`src/rtl/muldiv_pkg.sv`:
```
// Shared definitions for the multiply/divide sequencer: FSM state encoding,
// operation codes presented by the control FSM and default unit latencies.
package muldiv_pkg;

    typedef enum logic [1:0] {
        IDLE    = 2'd0,
        ISSUE   = 2'd1,
        WAIT    = 2'd2,
        CAPTURE = 2'd3
    } state_t;

    localparam logic [1:0] OP_MULT = 2'b01;
    localparam logic [1:0] OP_DIV  = 2'b10;

    localparam int DIV_CYCLES_DEF  = 34;
    localparam int MULT_CYCLES_DEF = 33;

endpackage

```
`src/rtl/hilo_regs.sv`:
```
// Architectural HI/LO register pair.
// Ports:
//   clk, reset                      clock, synchronous active-high reset
//   cap_en, cap_div                 capture a unit result; cap_div selects divider
//   quotient_in, remainder_in       divider results (LO <- quotient, HI <- remainder)
//   product_in                      multiplier result (HI <- [63:32], LO <- [31:0])
//   mt_hi_en, mt_lo_en, mt_data     MTHI/MTLO writes, already qualified by the FSM
//   hi, lo                          registered HI/LO values
module hilo_regs (
    input  logic        clk,
    input  logic        reset,
    input  logic        cap_en,
    input  logic        cap_div,
    input  logic [31:0] quotient_in,
    input  logic [31:0] remainder_in,
    input  logic [63:0] product_in,
    input  logic        mt_hi_en,
    input  logic        mt_lo_en,
    input  logic [31:0] mt_data,
    output logic [31:0] hi,
    output logic [31:0] lo
);

    logic [31:0] hi_r;
    logic [31:0] lo_r;
    logic [31:0] hi_nxt_s;
    logic [31:0] lo_nxt_s;

    // Next-value mux: a unit capture always outranks a move-to write.
    always_comb begin
        hi_nxt_s = hi_r;
        lo_nxt_s = lo_r;
        if (cap_en) begin
            if (cap_div) begin
                lo_nxt_s = quotient_in;
                hi_nxt_s = remainder_in;
            end else begin
                hi_nxt_s = product_in[63:32];
                lo_nxt_s = product_in[31:0];
            end
        end else begin
            if (mt_hi_en) begin
                hi_nxt_s = mt_data;
            end else begin
                hi_nxt_s = hi_r;
            end
            if (mt_lo_en) begin
                lo_nxt_s = mt_data;
            end else begin
                lo_nxt_s = lo_r;
            end
        end
    end

    // HI/LO storage with synchronous reset.
    always_ff @(posedge clk) begin
        if (reset) begin
            hi_r <= 32'd0;
            lo_r <= 32'd0;
        end else begin
            hi_r <= hi_nxt_s;
            lo_r <= lo_nxt_s;
        end
    end

    assign hi = hi_r;
    assign lo = lo_r;

endmodule

```
`src/rtl/muldiv_sequencer.sv`:
```
// Sequencer for the shared multiply/divide units of the multicycle core.
// Accepts MULT/DIV requests, pulses the selected unit for one cycle, waits out
// the unit's fixed latency, captures the result into HI/LO and pulses done.
// A DIV with a zero divisor is rejected immediately with div_zero_exc.
// Ports:
//   clk, reset                   clock, synchronous active-high reset
//   start, op, opnd_b            request strobe, op code, divisor (zero check)
//   mt_hi, mt_lo, mt_data        MTHI/MTLO writes, honoured only when idle
//   quotient_in, remainder_in    divider results
//   product_in                   multiplier result
//   div_op, mult_op              registered one-cycle unit start pulses
//   busy, done, div_zero_exc     status to the control FSM (all registered)
//   hi, lo                       architectural HI/LO
module muldiv_sequencer
    import muldiv_pkg::*;
#(
    parameter int DIV_CYCLES  = DIV_CYCLES_DEF,
    parameter int MULT_CYCLES = MULT_CYCLES_DEF,
    parameter int CNT_W       = 6
) (
    input  logic        clk,
    input  logic        reset,
    input  logic        start,
    input  logic [1:0]  op,
    input  logic [31:0] opnd_b,
    input  logic        mt_hi,
    input  logic        mt_lo,
    input  logic [31:0] mt_data,
    input  logic [31:0] quotient_in,
    input  logic [31:0] remainder_in,
    input  logic [63:0] product_in,
    output logic        div_op,
    output logic        mult_op,
    output logic        busy,
    output logic        done,
    output logic        div_zero_exc,
    output logic [31:0] hi,
    output logic [31:0] lo
);

    // The counter is loaded in ISSUE, so N-1 plus the ISSUE and CAPTURE
    // edges lands the capture N+2 edges after acceptance.
    localparam logic [CNT_W-1:0] DIV_LOAD  = CNT_W'(DIV_CYCLES - 1);
    localparam logic [CNT_W-1:0] MULT_LOAD = CNT_W'(MULT_CYCLES - 1);

    state_t           state_r, state_nxt_s;
    logic [CNT_W-1:0] cnt_r, cnt_nxt_s;
    logic             op_div_r, op_div_nxt_s;
    logic             div_op_r, div_op_nxt_s;
    logic             mult_op_r, mult_op_nxt_s;
    logic             busy_r, busy_nxt_s;
    logic             done_r, done_nxt_s;
    logic             exc_r, exc_nxt_s;
    logic             cap_en_s;
    logic             mt_ok_s;

    // Next-state, counter and pulse decode.
    always_comb begin
        state_nxt_s   = state_r;
        cnt_nxt_s     = cnt_r;
        op_div_nxt_s  = op_div_r;
        div_op_nxt_s  = 1'b0;
        mult_op_nxt_s = 1'b0;
        done_nxt_s    = 1'b0;
        exc_nxt_s     = 1'b0;
        cap_en_s      = 1'b0;
        mt_ok_s       = 1'b0;
        case (state_r)
            IDLE: begin
                if (start && (op == OP_DIV)) begin
                    if (opnd_b == 32'd0) begin
                        exc_nxt_s = 1'b1;
                    end else begin
                        state_nxt_s  = ISSUE;
                        div_op_nxt_s = 1'b1;
                        op_div_nxt_s = 1'b1;
                    end
                end else if (start && (op == OP_MULT)) begin
                    state_nxt_s   = ISSUE;
                    mult_op_nxt_s = 1'b1;
                    op_div_nxt_s  = 1'b0;
                end else begin
                    // Move-to writes only when no MULT/DIV request claims the cycle.
                    mt_ok_s = 1'b1;
                end
            end
            ISSUE: begin
                state_nxt_s = WAIT;
                cnt_nxt_s   = op_div_r ? DIV_LOAD : MULT_LOAD;
            end
            WAIT: begin
                if (cnt_r == {CNT_W{1'b0}}) begin
                    state_nxt_s = CAPTURE;
                end else begin
                    cnt_nxt_s = cnt_r - CNT_W'(1);
                end
            end
            CAPTURE: begin
                cap_en_s    = 1'b1;
                done_nxt_s  = 1'b1;
                state_nxt_s = IDLE;
            end
            default: begin
                state_nxt_s = IDLE;
            end
        endcase
        busy_nxt_s = (state_nxt_s != IDLE);
    end

    // FSM state, counter and registered status outputs.
    always_ff @(posedge clk) begin
        if (reset) begin
            state_r   <= IDLE;
            cnt_r     <= {CNT_W{1'b0}};
            op_div_r  <= 1'b0;
            div_op_r  <= 1'b0;
            mult_op_r <= 1'b0;
            busy_r    <= 1'b0;
            done_r    <= 1'b0;
            exc_r     <= 1'b0;
        end else begin
            state_r   <= state_nxt_s;
            cnt_r     <= cnt_nxt_s;
            op_div_r  <= op_div_nxt_s;
            div_op_r  <= div_op_nxt_s;
            mult_op_r <= mult_op_nxt_s;
            busy_r    <= busy_nxt_s;
            done_r    <= done_nxt_s;
            exc_r     <= exc_nxt_s;
        end
    end

    hilo_regs u_hilo (
        .clk          (clk),
        .reset        (reset),
        .cap_en       (cap_en_s),
        .cap_div      (op_div_r),
        .quotient_in  (quotient_in),
        .remainder_in (remainder_in),
        .product_in   (product_in),
        .mt_hi_en     (mt_hi & mt_ok_s),
        .mt_lo_en     (mt_lo & mt_ok_s),
        .mt_data      (mt_data),
        .hi           (hi),
        .lo           (lo)
    );

    assign div_op       = div_op_r;
    assign mult_op      = mult_op_r;
    assign busy         = busy_r;
    assign done         = done_r;
    assign div_zero_exc = exc_r;

endmodule

```
`config.mk`:
```
export PLATFORM = sky130hd
export DESIGN_NAME = muldiv_sequencer
export DESIGN_NICKNAME = d
export VERILOG_FILES = /design/src/rtl/muldiv_pkg.sv /design/src/rtl/hilo_regs.sv /design/src/rtl/muldiv_sequencer.sv
export SDC_FILE = /design/constraint.sdc
export NUM_CORES = 1
export LEC_CHECK = 0
export CORE_MARGIN = 1.5
export CORE_UTILIZATION = 33
export CTS_CLUSTER_DIAMETER = 60
export DETAILED_ROUTE_END_ITERATION = 6
export PLACE_DENSITY = 0.83
export SYNTH_ARGS = -nofsm -noshare
export SYNTH_HDL_FRONTEND = slang
export SYNTH_SLANG_ARGS = --single-unit
```
`constraint.sdc`:
```
create_clock -name clk -period 2.01 [get_ports clk]
set_input_delay 0.3015 -clock clk [delete_from_list [all_inputs] [get_ports clk]]
set_output_delay 0.3015 -clock clk [all_outputs]
set_load 0.01 [all_outputs]
```
==> results_tabular.tex <==
\begin{tabular}{lr}
\hline
Metric & Value \\
\hline
\multicolumn{2}{l}{\textbf{Outcome}} \\
\quad Result of the run & finished, final reports clean \\
\multicolumn{2}{l}{\textbf{Placement}} \\
\quad Post-Place Cells & 974 \\
\quad Detail Placement HPWL & 11500 µm \\
\quad Instance area at placement & 7250 µm² \\
\quad DP Worst Slack & -0.0589 ns \\
\quad Global placement routability congestion & 0.840 \\
\quad IO Port Bufs & about 270 \\
\multicolumn{2}{l}{\textbf{Synth}} \\
\quad Top area cells in the synthesized netlist & sky130\_fd\_sc\_hd\_\_dfxtp\_1, sky130\_fd\_sc\_hd\_\_a21oi\_1, sky130\_fd\_sc\_hd\_\_mux2i\_1 \\
\quad Share of synthesized flip-flops with an asynchronous set or reset & 0\% \\
\quad Commonest cells post-synth & sky130\_fd\_sc\_hd\_\_a21oi\_1, sky130\_fd\_sc\_hd\_\_nand2\_1, sky130\_fd\_sc\_hd\_\_dfxtp\_1 \\
\quad Main synth FF type & sky130\_fd\_sc\_hd\_\_dfxtp\_1 \\
\quad Dominant combinational cell family by area after synthesis & simple AND/OR/NAND/NOR gates \\
\quad Top cell type's share of synthesized area & about 38\% \\
\quad FF+latch count, synth & 78 \\
\quad Net Count, Synth & 760 \\
\quad Post-synthesis instance total & 554 \\
\quad Simple logic cell fraction of the synthesized area & 20.2\% \\
\quad Mux cell area share after synthesis & 15.4\% \\
\quad Register area share after synthesis & 37.5\% \\
\quad Post-synthesis cell area & 4160 µm² \\
\quad Post-synth EDFFs & 0 \\
\quad Number of library cell types mapped by synthesis & 38 \\
\quad Top cell type by total area after synthesis & sky130\_fd\_sc\_hd\_\_dfxtp\_1 \\
\quad Post-synthesis share of cell area spent on full adders, half adders and majority gates & roughly 2.1\% \\
\quad Count of warnings emitted by yosys & 0 \\
\quad Avg Cell Area, Syn & about 7.5 µm² \\
\quad Top-count cell post-synth & sky130\_fd\_sc\_hd\_\_a21oi\_1 \\
\quad Xor-xnor portion of the synthesized cell area & less than 1\% \\
\quad Synthesized-area fraction occupied by ao, oa, aoi and oai cells & 20.1\% \\
\multicolumn{2}{l}{\textbf{Final layout}} \\
\quad Number of standard cells in the final layout excluding fillers & 990 \\
\quad Growth of design area from synthesis to finish & 82.6\% \\
\quad Number of diodes added for antenna fixing & 0 \\
\quad Ratio of cells with drive above 1 in the final layout & 6.45\% \\
\quad Final layout net count & 1023 \\
\quad Area of all placed cells without fillers & 7600 µm² \\
\quad End-of-flow core utilization & around 63\% \\
\multicolumn{2}{l}{\textbf{Timing}} \\
\quad Clock period minus worst slack & just under 2 ns \\
\quad Tightest slew margin relative to the limit & 72.3\% \\
\quad Maximum clock frequency & 515 MHz \\
\quad Portion of the clock cycle consumed by the worst path in the final layout & between 90\% and 100\% \\
\quad Setup-failing EPs final & 0 \\
\quad Final hold viol count & 0 \\
\quad Measured slew at the worst slew-check pin & 0.415 ns \\
\quad Clock Skews & about 0.0041 ns \\
\quad Least setup slack across all paths after layout & 0.0672 ns \\
\quad Unrepaired setup endpoints after global routing & yes \\
\quad Number of slew-limit violations in the final report & 0 \\
\multicolumn{2}{l}{\textbf{Global routing}} \\
\quad First-pass GRT wire length & between 20000 and 25000 µm \\
\quad Via count of the first global-routing pass & 4582 \\
\quad Global Route Usage Sum & 21.5\% \\
\quad Initial antenna violation count & 0 \\
\quad Pin count of the biggest net entering global routing & 43 \\
\quad Overall overflow remaining after global route & 0 \\
\multicolumn{2}{l}{\textbf{Die}} \\
\quad Starting Density & 34.2\% \\
\quad Die Outline Area & 13300 µm² \\
\quad Std-Cell Rows & 40 \\
\quad I/O pin cnt & 268 \\
\quad Die extent in y & 115 µm \\
\quad Horizontal die dimension & $\sim$120 µm \\
\quad Placeable core region & 12200 µm² \\
\multicolumn{2}{l}{\textbf{Run}} \\
\quad Maximum Capacitance Violations & 0 \\
\multicolumn{2}{l}{\textbf{Worst setup path}} \\
\quad Critical path origin & cnt\_r[0] \\
\quad Worst path required time & 2.29 ns \\
\quad Cell with the most instances on the worst path & sky130\_fd\_sc\_hd\_\_a311o\_1 \\
\quad Worst path slowest cell & sky130\_fd\_sc\_hd\_\_or4\_1 \\
\quad Delay contributed by the slowest stage of the critical path & about 0.41 ns \\
\quad Capturing element type of the critical path & flop \\
\quad Cells on worst reg2reg path & 7 \\
\quad Critical-path cell list & inv\_1, ha\_1, or3b\_1, or4\_1, a311o\_1, a41oi\_2, a311o\_1 \\
\quad Startpoint of the worst register-to-register path & cnt\_r[0] \\
\quad End of the worst register-to-register path & busy \\
\quad Register-to-register setup slack & 0.07 ns \\
\quad Critical Path Sink & busy \\
\quad Signal arrival time at the worst endpoint & 2.22 ns \\
\quad Startpoint type of the worst setup path & flop \\
\quad Largest fanout on the critical path & 2 \\
\quad WS Path Type & reg -> reg \\
\multicolumn{2}{l}{\textbf{Drt}} \\
\quad Via count & 4831 \\
\quad Violation count after the first detailed-routing iteration & 205 \\
\quad Post-route antenna net violation count & 0 \\
\quad Drt via density & 4.88 \\
\quad Drt total wl & 14700 µm \\
\quad Wire length per cell & 14.9 µm \\
\quad Remaining DRCs & 0 \\
\quad First drt pass iteration count & 4 \\
\multicolumn{2}{l}{\textbf{Clocking}} \\
\quad Clock slew at the register clock pins of the worst setup and hold paths & 0.06 ns \\
\quad Maximum level of the CTS H-tree & 3 \\
\quad Clock insertion delay at the later pin of the skew report & between 0.3 and 0.4 ns \\
\quad Maximum number of buffers from clock root to sink & 2 \\
\quad Clock tree from TritonCTS & yes \\
\quad Root Buffer Master & sky130\_fd\_sc\_hd\_\_clkbuf\_16 \\
\quad Clock Sinks & just under 80 \\
\quad Post-CTS setup buffers & 0 \\
\quad Number of buffers created by CTS & 9 \\
\multicolumn{2}{l}{\textbf{Pwr}} \\
\quad IR Drop Worst-Case VDD & $\sim$0.00037 V \\
\quad Pwr Density & about 830 nW/µm² \\
\quad Leakage power total & about 2.8 nW \\
\multicolumn{2}{l}{\textbf{Worst hold path}} \\
\quad Hold Crit Class & in -> reg \\
\hline
\end{tabular}
## cell usage in the layout (no fill, tap or decap), types with 2 or more instances in the layout
cell type                         count
sky130_fd_sc_hd__nor4_1               8
sky130_fd_sc_hd__clkbuf_8             2
sky130_fd_sc_hd__bufinv_16            3
sky130_fd_sc_hd__clkbuf_16            9
sky130_fd_sc_hd__nand4b_1             2
sky130_fd_sc_hd__o21ai_0              2
sky130_fd_sc_hd__nor2_1              41
sky130_fd_sc_hd__nand3_1              2
sky130_fd_sc_hd__inv_1                7
sky130_fd_sc_hd__clkbuf_1             2
sky130_fd_sc_hd__a31oi_4              2
sky130_fd_sc_hd__a31o_2               3
sky130_fd_sc_hd__clkdlybuf4s50_1    266
sky130_fd_sc_hd__nor3_1               3
sky130_fd_sc_hd__nand2_1            134
sky130_fd_sc_hd__mux2i_1             64
sky130_fd_sc_hd__buf_4               16
sky130_fd_sc_hd__nand3b_1             2
sky130_fd_sc_hd__dfxtp_1             77
sky130_fd_sc_hd__a21oi_1            135
sky130_fd_sc_hd__nand4_1              2
sky130_fd_sc_hd__ha_1                 6
sky130_fd_sc_hd__buf_12              10
sky130_fd_sc_hd__a311o_1              2
## final cells by class
| type | instances | area, µm² |
|---|---|---|
| tap | 168 | 210 |
| inverter | 7 | 26.3 |
| fill | 1066 | 4560 |
| clock buffer | 13 | 260 |
| timing repair buffer | 293 | 2990 |
| multi-input combinational | 428 | 2460 |
| sequential | 78 | 1570 |
| clock inverter | 3 | 90.1 |
## cells by family (layout without fill, tap and decap cells)
logic type	count (synthesis)	after routing
adders and majority gates	7	7
muxes	64	64
AOI/OAI and AO/OA	154	154
xor gates and xnor gates	1	1
DFF	78	78
and+or+nand+nor	202	202
buffers and inverters	48	316
## how the worst min path moves through the flow
stage	start	to	slack, ns	cells after the start
global placement	u_hilo.hi[6]	u_hilo.hi[6]	0.44	2
finish	reset	cnt_r[3]	0.27	2
CTS	reset	cnt_r[3]	0.26	2
global route	reset	cnt_r[3]	0.28	2
detailed placement	u_hilo.hi[6]	u_hilo.hi[6]	0.44	2
floorplan	cnt_r[4]	cnt_r[4]	0.45	1
## metal layers
metal  track usage (%)  vias to the layer above  part of all wire [%]
li1                  -                     2450                     -
met1              23.6                     2154                    38
met2              39.4                      217                    51
met3              7.17                       10                    10
met4              5.76                        0                  0.90
met5                 0                        -                     0
## critical path, delay by kind of cell, from the launching register on
| kind | cells | cell delay [ns] |
|---|---|---|
| buffers and inverters | 1 | 0.07 |
| AO/OA/AOI/OAI | 3 | 0.60 |
| flip-flops | 1 | 0.31 |
| AND/OR/NAND/NOR | 2 | 0.77 |
| adder cells (fa/ha/maj) | 1 | 0.14 |
## state kept, by name, summed over array words and instances, names as in the netlist
| name | cells |
|---|---|
| busy | 1 |
| cnt_r | 6 |
| div_op | 1 |
| div_zero_exc | 1 |
| done | 1 |
| mult_op | 1 |
| op_div_r | 1 |
| state_r | 2 |
| u_hilo.hi | 32 |
| u_hilo.lo | 32 |
## metrics by stage
stage	hold slack (ns)	TNS [ns]	power, mW
after global placement	0.437	0	4.41
after CTS	0.258	0	6.38
after detailed placement	0.443	-0.215	4.46
after floorplan	0.448	-0.00807	3.04
final	0.270	0	6.35
after global routing	0.282	-0.00239	6.67
## report_power, final
group	total, mW	switching (mW)	internal [mW]
Combinational	2.50	1.16	1.34
Clock	1.91	0.627	1.28
Sequential	1.93	0.147	1.79
Total	6.35	1.94	4.41
## repair_timing
item / 4_1_cts / 5_1_grt
setup endpoints to repair: 0 / 2
hold buffers: 0 / 0
endpoints found under the hold margin: 0 / 0
gates resized for setup: 0 / 1
Note: power is estimated with default switching activity, not from simulation.
